**config.mk**
```make
export PLATFORM = sky130hd
export DESIGN_NAME = inst_encoder
export DESIGN_NICKNAME = d
export VERILOG_FILES = /design/src/rtl/inst_encoder.sv
export SDC_FILE = /design/constraint.sdc
export NUM_CORES = 1
export LEC_CHECK = 0
export BUFFER_PORTS_ARGS = -buffer_cell sky130_fd_sc_hd__buf_2
export CELL_PAD_IN_SITES_DETAIL_PLACEMENT = 1
export CELL_PAD_IN_SITES_GLOBAL_PLACEMENT = 1
export CORE_ASPECT_RATIO = 0.5
export CORE_MARGIN = 4
export CORE_UTILIZATION = 40
export DETAILED_ROUTE_END_ITERATION = 8
export GPL_ROUTABILITY_DRIVEN = 0
export PLACE_DENSITY_LB_ADDON = 0.1
export SLEW_MARGIN = 40
export SYNTH_ARGS = -nofsm -noshare
export SYNTH_HDL_FRONTEND = slang
export SYNTH_SLANG_ARGS = --single-unit
```
**constraint.sdc**
```tcl
create_clock -name clk -period 8 [get_ports clk]
set_clock_uncertainty 0.15 [all_clocks]
set_input_delay 1.2 -clock clk [delete_from_list [all_inputs] [get_ports clk]]
set_output_delay 1.2 -clock clk [all_outputs]
set_load 0.02 [all_outputs]
```
**src/rtl/inst_encoder.sv**
```systemverilog
// -----------------------------------------------------------------------------
// inst_encoder
//
// Packs a RISC-V style field bundle (fmt, opcode, funct3, funct7, rd, rs1,
// rs2, imm) into a 32-bit instruction word. Each result is tagged with the
// address taken from an internal program counter and with a range-error flag.
// Results are queued in a 2-entry FIFO and leave through a valid/ready
// output handshake.
//
// Ports
//   clk          : single clock, rising edge
//   reset        : asynchronous reset, active high
//   in_valid     : input bundle valid
//   in_ready     : encoder can accept a bundle (FIFO count < 2)
//   fmt          : 0=R 1=I 2=S 3=B 4=U 5=J, 6..7 invalid
//   opcode, funct3, funct7, rd, rs1, rs2, imm : instruction fields
//   pc_load      : load the address counter
//   pc_load_val  : value loaded into the address counter
//   out_valid    : head of FIFO holds a result
//   out_ready    : consumer takes the head result
//   out_inst     : encoded instruction word (0 when out_valid=0)
//   out_addr     : address of that word (0 when out_valid=0)
//   out_err      : range-error flag of that word (0 when out_valid=0)
//   err_cnt      : saturating count of accepted bundles flagged in error
// -----------------------------------------------------------------------------
module inst_encoder (
  input  logic        clk,
  input  logic        reset,
  input  logic        in_valid,
  output logic        in_ready,
  input  logic [2:0]  fmt,
  input  logic [6:0]  opcode,
  input  logic [2:0]  funct3,
  input  logic [6:0]  funct7,
  input  logic [4:0]  rd,
  input  logic [4:0]  rs1,
  input  logic [4:0]  rs2,
  input  logic [31:0] imm,
  input  logic        pc_load,
  input  logic [31:0] pc_load_val,
  output logic        out_valid,
  input  logic        out_ready,
  output logic [31:0] out_inst,
  output logic [31:0] out_addr,
  output logic        out_err,
  output logic [7:0]  err_cnt
);

  typedef enum logic [2:0] {
    FMT_R   = 3'd0,
    FMT_I   = 3'd1,
    FMT_S   = 3'd2,
    FMT_B   = 3'd3,
    FMT_U   = 3'd4,
    FMT_J   = 3'd5,
    FMT_BAD = 3'd6
  } fmt_e;

  // FIFO storage and bookkeeping
  logic [31:0] r_instMem [2];
  logic [31:0] r_addrMem [2];
  logic        r_errMem  [2];
  logic        r_wrPtr;
  logic        r_rdPtr;
  logic [1:0]  r_count;

  // Held low through reset and until the first clock edge afterwards,
  // so in_ready only rises once the block is out of reset.
  logic        r_started;

  logic [31:0] r_pc;
  logic [7:0]  r_errCnt;

  logic        w_push;
  logic        w_pop;
  logic [31:0] w_inst;
  logic        w_err;
  logic [31:0] w_addr;
  logic        w_immOk11;
  logic        w_immOk12;
  logic        w_immOk20;
  fmt_e        w_fmt;

  assign w_fmt = fmt_e'(fmt);

  // An immediate fits a sign-extended field when all bits above the field's
  // sign bit match it, i.e. the upper slice is all ones or all zeros.
  assign w_immOk11 = (&imm[31:11]) | ~(|imm[31:11]);
  assign w_immOk12 = (&imm[31:12]) | ~(|imm[31:12]);
  assign w_immOk20 = (&imm[31:20]) | ~(|imm[31:20]);

  // Field packing per format. Out-of-range immediates are still packed
  // (truncated) and only flagged through w_err.
  always_comb begin
    w_inst = 32'h0;
    w_err  = 1'b0;
    case (w_fmt)
      FMT_R: begin
        w_inst = {funct7, rs2, rs1, funct3, rd, opcode};
      end
      FMT_I: begin
        w_inst = {imm[11:0], rs1, funct3, rd, opcode};
        w_err  = ~w_immOk11;
      end
      FMT_S: begin
        w_inst = {imm[11:5], rs2, rs1, funct3, imm[4:0], opcode};
        w_err  = ~w_immOk11;
      end
      FMT_B: begin
        w_inst = {imm[12], imm[10:5], rs2, rs1, funct3, imm[4:1], imm[11], opcode};
        w_err  = ~w_immOk12 | imm[0];
      end
      FMT_U: begin
        w_inst = {imm[31:12], rd, opcode};
        w_err  = |imm[11:0];
      end
      FMT_J: begin
        w_inst = {imm[20], imm[10:1], imm[11], imm[19:12], rd, opcode};
        w_err  = ~w_immOk20 | imm[0];
      end
      default: begin
        w_inst = 32'h0;
        w_err  = 1'b1;
      end
    endcase
  end

  // Handshake decode. in_ready depends only on registered state so it never
  // combinationally follows out_ready.
  assign in_ready  = r_started && (r_count < 2'd2);
  assign out_valid = (r_count != 2'd0);
  assign w_push    = in_valid && in_ready;
  assign w_pop     = out_valid && out_ready;

  // A load in the same cycle as an accept gives the bundle the loaded address.
  assign w_addr = pc_load ? pc_load_val : r_pc;

  // FIFO write side, pointers and occupancy
  always_ff @(posedge clk or posedge reset) begin
    if (reset) begin
      r_instMem[0] <= 32'h0;
      r_instMem[1] <= 32'h0;
      r_addrMem[0] <= 32'h0;
      r_addrMem[1] <= 32'h0;
      r_errMem[0]  <= 1'b0;
      r_errMem[1]  <= 1'b0;
      r_wrPtr      <= 1'b0;
      r_rdPtr      <= 1'b0;
      r_count      <= 2'd0;
    end else begin
      if (w_push) begin
        r_instMem[r_wrPtr] <= w_inst;
        r_addrMem[r_wrPtr] <= w_addr;
        r_errMem[r_wrPtr]  <= w_err;
        r_wrPtr            <= ~r_wrPtr;
      end
      if (w_pop) begin
        r_rdPtr <= ~r_rdPtr;
      end
      if (w_push && !w_pop) begin
        r_count <= r_count + 2'd1;
      end else if (w_pop && !w_push) begin
        r_count <= r_count - 2'd1;
      end
    end
  end

  // Address counter; wraps naturally modulo 2^32
  always_ff @(posedge clk or posedge reset) begin
    if (reset) begin
      r_pc <= 32'h0;
    end else if (w_push) begin
      r_pc <= w_addr + 32'd4;
    end else if (pc_load) begin
      r_pc <= pc_load_val;
    end
  end

  // Error counter sticks at its maximum instead of wrapping
  always_ff @(posedge clk or posedge reset) begin
    if (reset) begin
      r_errCnt <= 8'h0;
    end else if (w_push && w_err && (r_errCnt != 8'hFF)) begin
      r_errCnt <= r_errCnt + 8'd1;
    end
  end

  always_ff @(posedge clk or posedge reset) begin
    if (reset) begin
      r_started <= 1'b0;
    end else begin
      r_started <= 1'b1;
    end
  end

  // Head-of-FIFO data, forced to zero whenever nothing is valid
  assign out_inst = out_valid ? r_instMem[r_rdPtr] : 32'h0;
  assign out_addr = out_valid ? r_addrMem[r_rdPtr] : 32'h0;
  assign out_err  = out_valid ? r_errMem[r_rdPtr]  : 1'b0;
  assign err_cnt  = r_errCnt;

endmodule

```
==> results.toml <==
[outcome]
outcome = "finished clean"

[timing]
rsz0062_at_grt = "no"
drv_slew = 0
min_period_ps = 3880
finalSetupViolations = 0
fmax_ghz = 0.258
final-hold-violation-count = 0
timing.final.crit_share_pct = 48.5
fin_tns_setup_ps = 0
fin_hold_ws_ps = 327
slew_headroom_pct = 48.4
tightestPinTransition_ps = 773

[power]
fin_total_pwr_mw = 3.73
power_frac_seq_pct = 39.1
powerDensity_nw_per_um2 = 357
power.leakage_nw = 5.05
pwr-share-clk_pct = 21.0
peakVddDrop_mv = 0.176
p_int_mw = 2.20
switching_share_pct = 40.9
share_comb_of_total_power_pct = 39.9
switchingPower_mw = 1.53

[route]
drt-total-wl_um = 24600
vias = 7169
drtPass1Iterations = 4
antenna_left = 0
drc = 0
avgViaCountPerCell = 5.19
routedWlPerCell_um = 17.8
drtIter0Drc = 380

[logic_synthesis]
synth-edff-count = 0
synth_compound_area_share_pct = 13.5
syn_area_per_cell_um2 = 9.53
seq_area_frac_synth_pct = 49.8
synthFlopType = "dfrtp_1"
yosys_warnings = 0
syn_area_um2 = 8790
synth_xor_area_share_pct = 4.09
synth_top_area_share_pct = 49.8
synthArstFlopShare_pct = 100
synth_top_area_cell = "dfrtp_1"
synth-simple-area-share_pct = 16.9
synth_top_family_by_area = "simple AND/OR/NAND/NOR gates"
yosys.cell_types.count = 54
syn_nets = 1029
synth_seq_cells = 175
synthAdderAreaFrac_pct = 0.427
ys_top_cells_by_area = "dfrtp_1, mux2i_1, o21ai_0"
synthMuxAreaShare_pct = 12.0
synthCells = 922

[cts]
insertion_delay_ps = 430
cts_root_buffer = "clkbuf_16"
clockBufferDepth = 2
cts_tree = "done"
cts_buffers = 17
post_cts_resized = 0
ctsHoldBuffers = 0
postCtsSetupBuffers = 0
cts.sinks = 175
clk_pin_slew_ps = 60
htree_levels = 4

[run]
drv_cap = 0

[floorplanning]
rows = 38
initial_core_util_pct = 40.6
io_pins = 179
coreArea_um2 = 21600
die_height_um = 113
dieArea_um2 = 24500
die_w_um = 218

[grt]
antenna_found_initial = 0
grt.total_usage_pct = 20.7
overflow = 0
grt_max_degree = 113
grt_pass1_vias = 7735
grt_pass1_wl_um = 40800

[worst_setup_path]
crit_path_end_kind = "output port"
critPathKind = "flop to output port"
cp-startpoint = "r_rdPtr"
critPathRequiredTime_ps = 6650
r2r_start = "r_count[1]"
crit_fanout = 38
start_kind = "flop"
arrival_ps = 2530

[placed_design]
hpwl_um = 17500
postPlaceCellArea_um2 = 9900
numPortBuffers = 178
dp.cells = 1349

[worst_hold_path]
holdCritStartpoint = "r_instMem[37]"
min_path_type = "flop to flop"

[layout]
final_cell_area_um2 = 10400
area_growth_pct = 18.8
antenna_cells = 0
final_layout_size_suffix_gt1_share_pct = 21.8
layout.cells.non_filler = 1381
nets = 1175
## routing by layer
metal	vias up	global-route usage (%)	part of all wire (%)
met2	115	34.5	47
li1	3483	-	-
met3	25	4.48	4.0
met5	-	0	0
met4	0	4.87	1.1
met1	3546	28.0	47
## metrics by stage
step                worst slack [ps]  utilization [%]
global route                    3960             48.2
CTS                             4020             48.2
floorplan                       1900                -
global placement                4130             45.7
finish                          4120             48.2
detailed placement              4030             45.7
## state kept, by name, summed over array words and instances (netlist names)
| name | flops |
|---|---|
| err_cnt | 8 |
| r_addrMem | 64 |
| r_count | 2 |
| r_errMem | 2 |
| r_instMem | 64 |
| r_pc | 32 |
| r_rdPtr | 1 |
| r_started | 1 |
| r_wrPtr | 1 |
## synthesized netlist by cell type, types with 3 or more instances
| library cell | n |
|---|---|
| nor2b_1 | 15 |
| o21ai_0 | 136 |
| nor2_1 | 89 |
| nand3_1 | 13 |
| clkbuf_1 | 39 |
| buf_1 | 11 |
| a22oi_1 | 22 |
| nand2b_1 | 3 |
| nand3b_1 | 11 |
| mux2_2 | 5 |
| and4_1 | 6 |
| ha_1 | 3 |
| a21boi_0 | 3 |
| xor2_1 | 19 |
| a21oi_1 | 22 |
| xnor2_1 | 22 |
| nand2_1 | 162 |
| a211oi_1 | 4 |
| nor4_1 | 8 |
| o22a_1 | 6 |
| mux2i_1 | 97 |
| dfrtp_1 | 175 |
| buf_2 | 5 |
| inv_1 | 8 |
## critical path, cell delays in order, from the launching register on
cell and delay [ps]:
dfrtp_4 790, buf_4 700, mux2i_1 340, nor2_1 60, buf_2 180
## power groups by stage
stage	logic, mW	clock network, mW	registers [mW]
floorplan	1.07	0	1.39
global placement	1.48	0	1.46
detailed placement	1.52	0	1.48
CTS	1.52	0.806	1.46
global route	1.67	0.845	1.51
finish	1.49	0.782	1.46
## cells in the final DEF, fill, tap and decap left out, drive strengths merged, types with 2 or more instances in the layout
cell type  count
a211oi         4
nor3           3
dfrtp        175
a32oi          2
clkbuf        21
nand2        163
o22ai          2
clkinv         8
nand3         13
xnor2         22
a21boi         3
nand4b         2
o21ai        136
mux2           5
inv           10
xor2          19
o2111ai        2
nand3b        12
nor2          89
a21oi         22
o22a           6
and4bb         2
a22oi         23
mux2i         99
and3           2
nand2b         3
o31ai          2
ha             3
nor4          10
and4           6
buf          184
nor2b         15
## cells by family (layout without fill, tap and decap cells)
family                   after synthesis  count (layout)
AO/OA/AOI/OAI                        206             206
XOR/XNOR                              41              41
adder cells (fa/ha/maj)                3               3
buffers and inverters                 66             225
flip-flops                           175             175
multiplexers                         104             104
other                                  1               1
AND/OR/NAND/NOR                      326             326
## worst paths after layout
path	endpoint	slack [ps]	cells past startpoint
min	r_instMem[37]	330	2
min in group asynchronous	r_addrMem[33]	720	2
max in group asynchronous	r_instMem[17]	5870	3
max	out_addr[2]	4120	4
min reg2reg	r_instMem[37]	330	2
max reg2reg	r_addrMem[49]	5360	5
## layout make-up
class | count | area (um2)
fillers | 2529 | 11200
clock inverters | 11 | 90.1
multi-input cells | 681 | 4150
well taps | 300 | 375
inverters | 9 | 41.3
repair buffers | 184 | 943
clock buffers | 21 | 450
flip-flops and latches | 175 | 4380
Note: power is estimated with default switching activity, not from simulation.
